===== config.mk =====
export PLATFORM = sky130hd
export DESIGN_NAME = sipo_deserializer
export DESIGN_NICKNAME = d
export VERILOG_FILES = /design/src/rtl/sipo_deserializer.sv
export SDC_FILE = /design/constraint.sdc
export NUM_CORES = 1
export LEC_CHECK = 0
export CAP_MARGIN = 20
export CORE_AREA = 8 8 45 47
export DETAILED_ROUTE_END_ITERATION = 10
export DIE_AREA = 0 0 53 55
export PLACE_DENSITY = 0.68
export SYNTH_ARGS = -nofsm -noshare
export SYNTH_HDL_FRONTEND = slang
export SYNTH_SLANG_ARGS = --single-unit

===== constraint.sdc =====
create_clock -name clk -period 3.98 [get_ports clk]
set_clock_uncertainty 0.1 [all_clocks]
set_input_delay 0.796 -clock clk [delete_from_list [all_inputs] [get_ports clk]]
set_output_delay 0.796 -clock clk [all_outputs]
set_load 0.005 [all_outputs]

===== src/rtl/sipo_deserializer.sv =====
// Serial-in/parallel-out receiver with a valid/ready holding register,
// sticky overrun flag and frame realign.
module sipo_deserializer #(
    parameter int WIDTH     = 4,
    parameter bit MSB_FIRST = 1'b1
) (
    input  logic                       clk,
    input  logic                       rst,
    input  logic                       serial_in,
    input  logic                       shift_en,
    input  logic                       frame_start,
    output logic [WIDTH-1:0]           parallel_out,
    output logic                       out_valid,
    input  logic                       out_ready,
    output logic                       overrun,
    input  logic                       overrun_clr,
    output logic [$clog2(WIDTH+1)-1:0] bit_count
);

    localparam int CW = $clog2(WIDTH + 1);

    logic [WIDTH-1:0] shreg_q, shreg_d;
    logic [CW-1:0]    cnt_q, cnt_d;
    logic [WIDTH-1:0] hold_q, hold_d;
    logic             valid_q, valid_d;
    logic             ovr_q, ovr_d;

    logic [WIDTH-1:0] base_sr;
    logic [CW-1:0]    base_cnt;
    logic [WIDTH-1:0] shifted;
    logic             complete;
    logic             consume;
    logic             drop;

    // frame_start realigns first, so a same-edge sample becomes bit 1
    always_comb begin
        base_sr  = frame_start ? '0 : shreg_q;
        base_cnt = frame_start ? '0 : cnt_q;
        if (MSB_FIRST) begin
            shifted = {base_sr[WIDTH-2:0], serial_in};
        end else begin
            shifted = {serial_in, base_sr[WIDTH-1:1]};
        end
        complete = shift_en && (base_cnt == CW'(WIDTH - 1));
        consume  = valid_q && out_ready;
        drop     = complete && valid_q && !out_ready;
    end

    always_comb begin
        shreg_d = base_sr;
        cnt_d   = base_cnt;
        if (complete) begin
            shreg_d = '0;
            cnt_d   = '0;
        end else if (shift_en) begin
            shreg_d = shifted;
            cnt_d   = base_cnt + CW'(1);
        end
    end

    always_comb begin
        hold_d  = hold_q;
        valid_d = valid_q;
        if (complete && (!valid_q || out_ready)) begin
            hold_d  = shifted;
            valid_d = 1'b1;
        end else if (consume) begin
            valid_d = 1'b0;
        end
    end

    // a drop on the same edge as a clear leaves the flag set
    always_comb begin
        ovr_d = ovr_q;
        if (drop) begin
            ovr_d = 1'b1;
        end else if (overrun_clr) begin
            ovr_d = 1'b0;
        end
    end

    always_ff @(posedge clk) begin
        if (rst) begin
            shreg_q <= '0;
            cnt_q   <= '0;
            hold_q  <= '0;
            valid_q <= 1'b0;
            ovr_q   <= 1'b0;
        end else begin
            shreg_q <= shreg_d;
            cnt_q   <= cnt_d;
            hold_q  <= hold_d;
            valid_q <= valid_d;
            ovr_q   <= ovr_d;
        end
    end

    assign parallel_out = hold_q;
    assign out_valid    = valid_q;
    assign overrun      = ovr_q;
    assign bit_count    = cnt_q;

endmodule


# Word-level counts from Yosys, hierarchy flattened
# Cells that the tools add are included.
totals:
  out_inout_bits: 9
  input_bits: 7
  reg_bits: 12
op_classes:
  n_mux: 8
  n_reduce_logical: 11
  addsub: 1
  eq_ne: 1
ops:
  columns: ["cell", "n"]
  rows:
  - ["$mux 3", 4]
  - ["$logic_and 1x1->1", 5]
  - ["$mux 1", 4]
  - ["$reduce_bool 2->1", 2]
  - ["$add 3x1->3 const B", 1]
  - ["$eq 3x2->1 const B", 1]
  - ["$logic_not 1->1", 2]
  - ["$reduce_or 2->1", 1]
  - ["$logic_or 1x1->1", 1]

# Longest topological paths before layout
# Gate-level depths: netlist (run 1).
depth:
  depth_word: 6
  depth_mapped: 6

# Worst setup path before layout (run 1)
# OpenSTA, ideal clock, no wires.
synth_path:
  path_kind: "input -> register"
  startpoint: "input port frame_start"
  endpoint: "register hold_q[1] (netlist: parallel_out[1])"
  arrival_time_ns: 2.009
  t_required_ns: 3.810
  slack_ns: 1.800
  setup_ns: 0.070
  path_stages: 6
  cell_sequence: "nor2b_1 ha_1 ha_1 nand2_2 or4b_1 a21oi_1"
synth_via:
  elab_chain_cells: 4
synth_rtl:
  columns: ["item", "line", "source"]
  rows:
  - ["start, declared", "11", "input logic frame_start,"]
  - ["$mux 3", "38", "base_cnt = frame_start ? '0 : cnt_q;"]
  - ["$eq 3x2->1", "44", "complete = shift_en && (base_cnt == CW'(WIDTH - 1));"]
  - ["$logic_and 1x1->1", "44", null]
  - ["$logic_and 1x1->1", "64", "if (complete && (!valid_q || out_ready)) begin"]
  - ["end signal, assigned", "92", "hold_q <= hold_d;"]
  - ["end, declared", "24", "logic [WIDTH-1:0] hold_q, hold_d;"]
# Several ways; a longest one is shown, not always the timed one.
# A chain may end at the register's enable or synchronous reset.

# Worst setup path after layout (run 1)
# Ends and elaborated chain as after synthesis.

==> results.txt, run 1 <==
The flow ran to the end, and the final reports show no timing, DRC or antenna violations. The net count after synthesis is 64. Routability-driven placement finished with a final weighted congestion of 0.738.

In this run, CTS created clock tree buffers numbering 3. The final net count came out at 82. The clock input transition at the sequential cells of the worst setup and hold paths is 0.07 ns. The number of antenna violations at the first check in global routing is 0. In this run the cell area measured after placement is 677 sq um.

Setup repair after global routing left no endpoint under its margin. The initial standard-cell utilization of the core came out at 37.3%. In this design, the largest share of critical-path delay is due to simple AND/OR/NAND/NOR gates. The count of antenna-violating nets left after detailed routing came out at 0. The library cell used most frequently in the layout, excluding fill and tap cells, is sky130_fd_sc_hd__clkdlybuf4s50_1. Setup violations remaining at the end of the flow were counted as 0. The netlist area before placement is 515 sq um. The total of warnings raised by yosys came out at 0.

The setup TNS came out at 0 ns. The critical path is of the in -> reg type. The repair_antennas step left the layout with diodes totalling 0. Across all layers, the routed design uses 436 vias. The average routed wire per standard cell is 12.5 um. The switching part of the total power came out at 21.7%. The die is 53 um wide. The worst setup path is launched from an input port.

The layout overhead on the synthesized area came out at 35.7%. For this design the top-level I/O count stands at 16. The pin count of the biggest net entering global routing came out at 12. The critical path goes through clkdlybuf4s50_1, nor2b_1, ha_1, ha_1, nand2_2, or4b_1, a21oi_1. The average instance in the mapped netlist occupies 9.37 sq um. The sequential cell fraction of total power came out at 57.5%. The clock reaches the later pin of the worst-skew pair after 0.27 ns. The ratio of cells with drive above 1 in the final layout is 7.04%. Before antenna repair, the detailed router went through 3 iterations. The worst path buffer plus inverter count is 1.

TritonCTS built the clock tree. The peak per-stage delay on the critical path is 0.55 ns. The worst-case register-to-register setup slack is 2.11 ns. The total number of placement rows came out at 14. The internal power contribution is 0.167 mW. The number of buffers between clock root and the deepest sink is 2. At the pin with the least slew margin, the transition time is 0.444 ns. In the routed layout, each cell is associated on average with a via count of 5.01. In this run the static leakage power is 0.245 nW. The sequential cell area is 240 sq um. The synthesis-stage register bit count came out at 12. Buffers inserted to repair hold after CTS numbered 0. The number of clock sinks seen by CTS is 12.

The number of gates resized after CTS came out at 0. Final hold analysis gives a worst-case slack of 0.376 ns. In the global route stage, overall resource usage came out at 8.00%. Among the stages of the critical path, the cell type that occurs most often is sky130_fd_sc_hd__ha_1.

The overflow left after global routing is 0. The count of flip-flops with a built-in enable after synthesis is 0. The async set-or-reset flop fraction in the synthesized netlist came out at 0%. The power share of the clock group is 33.8%. The sort of element at the end of the critical path is a register. In this run the standard cell core region covers 1380 sq um.

The total of max-cap violations came out at 0. The worst min-delay path class is reg -> reg. The sequential element share of the synthesized area is 46.6%.

For this design the total switching power over the nets is 0.0463 mW. The final critical-path share of the clock period came out at 66.9%. The H-tree depth came out at 1. The data arrival time of the worst path came out at 2.76 ns.

The number of filler instances in the final layout came out at 138. The power per standard cell area came out at 305 nW/um^2. The number of global-route vias before repair is 401. In the synthesized netlist, the number of instances is 55. The combinational share of power came out at 8.7%. The final wirelength came out at 1090 um. The count of port buffers added during placement is 15. The minimum clock period after layout came out at 2.66 ns.

The post-route standard cell area excluding fillers came out at 699 sq um. The required time of the critical path came out at 4.08 ns. Of all nets on the critical path, the largest fanout is 10.

After the first detailed-routing iteration, the DRC count stood at 3. The overall die area is 2920 sq um. The most used flip-flop cell after synthesis is sky130_fd_sc_hd__dfxtp_1.

The headroom to the max-slew limit came out at 70.3%. In this run the clock root is driven by a sky130_fd_sc_hd__clkbuf_4. The library cells used most frequently in the layout, excluding fill and tap cells, are 15 x sky130_fd_sc_hd__clkdlybuf4s50_1, 12 x sky130_fd_sc_hd__dfxtp_1, 5 x sky130_fd_sc_hd__nor2b_1, 5 x sky130_fd_sc_hd__a21oi_1, 5 x sky130_fd_sc_hd__nor2_1.

The worst-case IR drop observed on VDD is 157 uV. The final number of max-transition violations is 0. The library cell contributing the largest single delay on the critical path is sky130_fd_sc_hd__clkdlybuf4s50_1.

The die outline height came out at 55 um. The residual DRC count is 0. The area taken by multi-input logic gates is 259 sq um. The number of different library cells used by synthesis comes to 21. The number of hold-slack violations in the final timing report is 0. The highest achievable clock rate came out at 0.376 GHz. The buffer count from post-CTS setup fixing came out at 0.

The first global-routing pass estimated 1750 um of wire.
[path summary, 6_finish.rpt]
check                  start         endpoint  depth (start not counted)
max              frame_start  parallel_out[1]                          7
min          parallel_out[2]  parallel_out[2]                          2
max reg2reg     bit_count[0]  parallel_out[1]                          6
min reg2reg  parallel_out[2]  parallel_out[2]                          2
[per-stage QoR]
stage / setup WS [ns] / total power [mW] / utilization, % / cells
2_1_floorplan: 1.80 / 0.133 / - / 55
3_3_place_gp: 1.08 / 0.144 / 48.9 / 84
4_1_cts: 1.32 / 0.217 / 50.5 / 87
6_report: 1.32 / 0.214 / 50.5 / 87
3_5_place_dp: 1.05 / 0.144 / 48.9 / 84
5_1_grt: 1.18 / 0.223 / 50.5 / 87
[kinds of logic (layout without fill, tap and decap cells)]
kind of cell,Yosys count,count (layout),share of synthesized area [%]
xor+xnor,1,1,1.70
mux,2,2,4.13
fa+ha+maj,2,2,4.85
simple gates,21,21,25.5
buf+inv,4,20,3.15
flops,12,12,46.6
compound gates,13,13,14.1
[state kept, by name (all words and copies together), names as in the netlist]
register / count
bit_count: 3
out_valid: 1
overrun: 1
parallel_out: 4
shreg_q: 3
[worst register-to-register path, delay by kind of cell, from the launching register on]
family | cells | cell delay, ns
flops | 1 | 0.33
simple gates | 3 | 0.88
fa+ha+maj | 2 | 0.37
compound gates | 1 | 0.12
[layout make-up]
class | count | share of cell area, %
Multi-Input combinational cell | 39 | 37.0
Sequential cell | 12 | 34.3
Timing Repair Buffer | 15 | 21.5
Clock buffer | 3 | 3.22
Tap cell | 16 | 2.86
Inverter | 2 | 1.07
[power groups by stage]
stage	sequential (mW)	combinational, mW	clock (mW)
after floorplan	0.125	0.00805	0
after global placement	0.126	0.0185	0
after detailed placement	0.126	0.0187	0
after CTS	0.123	0.0188	0.0754
after global routing	0.123	0.0202	0.0798
final	0.123	0.0187	0.0721
[synthesized netlist by cell type, types with 2 or more instances]
master | n | share of area (%)
sky130_fd_sc_hd__ha_1 | 2 | 4.9
sky130_fd_sc_hd__a31oi_1 | 3 | 3.6
sky130_fd_sc_hd__or4b_1 | 3 | 5.8
sky130_fd_sc_hd__a21oi_1 | 5 | 4.9
sky130_fd_sc_hd__or2b_1 | 2 | 2.9
sky130_fd_sc_hd__nor3_1 | 2 | 1.9
sky130_fd_sc_hd__o21ai_0 | 4 | 3.9
sky130_fd_sc_hd__inv_1 | 2 | 1.5
sky130_fd_sc_hd__nor2b_1 | 5 | 6.1
sky130_fd_sc_hd__nor2_1 | 5 | 3.6
sky130_fd_sc_hd__dfxtp_1 | 12 | 47
[per-layer routing]
metal	track usage (%)	vias to the layer above	wire, um
li1	-	227	-
met4	6.47	0	36
met5	0	-	0
met2	11.9	11	464
met3	2.94	5	74
met1	9.05	193	513
No activity file was read; power rests on OpenSTA's default activity.
==> run 2, diff against run 1 <==
==> constraint.sdc (replaced) <==
create_clock -name clk -period 2.46 [get_ports clk]
set_clock_uncertainty 0.1 [all_clocks]
set_input_delay 0.492 -clock clk [delete_from_list [all_inputs] [get_ports clk]]
set_output_delay 0.492 -clock clk [all_outputs]
set_load 0.005 [all_outputs]
==> run 2 against run 1 <==
Net effect:
- routed wire length rose by 9.6%
- critical path type unchanged
- cell area rose by 7.3%
- largest cell class unchanged
- setup slack got worse by 0.96 ns
- critical path depth did not move
- die area did not move
==> results.txt, run 2 (synthesized netlist as in run 1, its figures left out) <==
The flow ran to the end, and the final reports show no timing, DRC or antenna violations. The most frequent standard cell in the layout excluding fill and tap cells is sky130_fd_sc_hd__clkdlybuf4s50_1. The worst-case register-to-register setup slack came out at 0.70 ns (-1.41 ns). met2 is the most crowded layer.

The setup violation total in the final timing report is 0 (unchanged). The final wirelength is 1200 um (+9.6%). The static power due to leakage came out at 0.277 nW (+13%). The internal power contribution is 0.307 mW (+83%). The number of detailed-routing iterations run before antenna repair is 4 (+1). The post-route standard cell area excluding fillers came out at 751 sq um (+7.3%). The number of buffers between clock root and the deepest sink is 2 (unchanged).

Setup repair after global routing left no endpoint under its margin. The minimum hold slack is 0.377 ns (+0.00171 ns). The post-route worst setup slack is 0.357 ns (-0.961 ns). The number of gates resized after CTS is 0 (unchanged). The area taken by multi-input logic gates came to 259 sq um (unchanged).

The routability congestion estimate came out at 0.780 (+5.7%). The TritonCTS buffer count came out at 3 (unchanged). The global-route wire length before repair came out at 2040 um (+17%). The area of the core came out at 1380 sq um (unchanged). The initial standard-cell utilization of the core came out at 37.3% (unchanged). The post-route total power is 0.386 mW (+81%). The vias per cell is 5.14 (+2.6%).

The number of hold-slack violations in the final timing report came out at 0 (unchanged). The global routing usage summed across all routing layers came out at 9.60% (+1.6 points). For this run, the top clock speed supported by timing is 0.475 GHz. The met2 routing resource usage after global routing was 14.1% (+2.1 points). The worst setup path is captured at a register. The slew at the pin with the worst max-slew slack came to 0.358 ns (-0.0854 ns).

The number of antenna violations at the first check in global routing was 0 (unchanged). The maximum fanout along the worst path came out at 8 (-2). The ratio of cells with drive above 1 in the final layout came out at 14.3% (+7.2 points). The power share of the clock group is 39.7% (+5.9 points). The sequential cell area is 240 sq um (unchanged).

The combinational share of power was 8.9% (+0.2 points). The pin count of the biggest net entering global routing is 11 (-1). By startpoint and endpoint, the worst setup path is classified as in -> reg. The count of port buffers added during placement is 15 (unchanged).

The count of hold buffers inserted by post-cts repair is 0 (unchanged). The final number of max-transition violations is 0 (unchanged). The latest clock arrival within the worst-skew pair is 0.27 ns (about the same). The pre-CTS worst setup slack came out at 0.0632 ns (-0.983 ns). The sequential cell fraction of total power is 51.4% (-6.1 points). The total of max-cap violations is 0 (unchanged). The data arrival time of the worst path came out at 2.20 ns (-0.56 ns). The switching part of the total power came to 20.5% (-1.2 points).

The count of inserted antenna diode cells is 0 (unchanged). The clock input transition at the sequential cells of the worst setup and hold paths is 0.08 ns (about the same). After legalization and detailed placement, the total HPWL measured 938 um.

The width of the die came out at 53 um (unchanged). The met3 layer usage reported by global route is 5.35% (+2.4 points). The largest vdd supply drop came to 260 uV (+66%). The required time of the critical path is 2.56 ns (-1.52 ns).

The overflow left after global routing came out at 0 (unchanged). The number of global-route vias before repair is 470 (+17%). The residual DRC count came out at 0 (unchanged). The power per standard cell area came out at 514 nW/um^2 (+68%).

The minimum clock period after layout is 2.10 ns. The switching power total was 0.0792 mW (+71%). The root cell of the clock tree is sky130_fd_sc_hd__clkbuf_4. The overall die area was 2920 sq um (unchanged).

In the layout the commonest cells are 15 x sky130_fd_sc_hd__clkdlybuf4s50_1, 12 x sky130_fd_sc_hd__dfxtp_1. The buffer count from post-CTS setup fixing is 0 (unchanged). The number of flip-flops in the largest register is 4 (unchanged). The min-delay analysis places its worst path in the category reg -> reg. The setup TNS is 0 ns (unchanged).

The layout overhead on the synthesized area came out at 45.6%. The total number of vias came to 478 (+9.6%). The type of element launching the critical path is an input port. The area of placed instances came out at 714 sq um (+5.5%). The final critical-path share of the clock period is 85.5%. The count of pins on the block boundary came to 16 (unchanged). The final net count is 87 (+6.1%). The average routed wire per standard cell came out at 12.8 um (+2.6%).

The total number of placement rows came out at 14 (unchanged). The headroom to the max-slew limit came out at 76.1% (+5.7 points). The number of DRC markers in iteration 0 is 9 (+6). The CTS tree is built. The H-tree depth came out at 1 (unchanged).

The met1 track demand over resource in global routing is 10.6% (+1.6 points). The die outline height came out at 55 um (unchanged). The number of filler instances in the final layout came out at 133 (-3.6%). The count of antenna-violating nets left after detailed routing is 0 (unchanged). The number of clock sinks seen by CTS came to 12 (unchanged).
## run 2: path summary, 6_finish.rpt
check / start / cells after the start / to
max: frame_start / 7 / parallel_out[1]
max reg2reg: bit_count[1] / 6 / parallel_out[1]
min reg2reg: parallel_out[2] / 2 / parallel_out[2]
min: parallel_out[2] / 2 / parallel_out[2]
## run 2: metal layers
layer	wire, um	vias up	part of all wire (%)
met1	531	213	44
met4	25	0	2.1
li1	-	241	-
met5	0	-	0
met2	529	19	44
met3	108	5	9.0
## run 2: cell type report
class / instances / share of cell area [%]
flip-flops and latches: 12 / 32.0
repair buffers: 20 / 25.0
well taps: 16 / 2.67
inverters: 2 / 1.00
clock buffers: 4 / 4.83
multi-input cells: 39 / 34.5
## run 2: critical path: stages
cell                              delay [ns]
sky130_fd_sc_hd__clkdlybuf4s50_1        0.45
sky130_fd_sc_hd__nor2b_1                0.18
sky130_fd_sc_hd__ha_1                   0.17
sky130_fd_sc_hd__ha_1                   0.17
sky130_fd_sc_hd__nand2_2                0.09
sky130_fd_sc_hd__or4b_1                 0.51
sky130_fd_sc_hd__a21oi_1                0.13
## run 2: stage by stage
step / utilization, % / std cells
floorplan: - / 55
global route: 54.2 / 93
finish: 54.2 / 93
global placement: 51.6 / 89
CTS: 54.2 / 93
detailed placement: 51.6 / 89
## run 2: power by group through the flow
stage                     clock network, mW  logic, mW  registers [mW]
final                                 0.153     0.0342           0.198
after global routing                  0.171     0.0371           0.199
after CTS                             0.161     0.0347           0.198
after detailed placement                  0     0.0344           0.203
after global placement                    0     0.0341           0.203
after floorplan                           0     0.0130           0.203
==> run 3, diff against run 2 <==
--- a/config.mk
+++ b/config.mk
@@ -9,6 +9,7 @@
 export CORE_AREA = 8 8 45 47
 export DETAILED_ROUTE_END_ITERATION = 10
 export DIE_AREA = 0 0 53 55
+export GPL_ROUTABILITY_DRIVEN = 0
 export PLACE_DENSITY = 0.68
 export SYNTH_ARGS = -nofsm -noshare
 export SYNTH_HDL_FRONTEND = slang
==> results of run 3 <==
Final layout, timing and power as in run 2 (identical DEF).
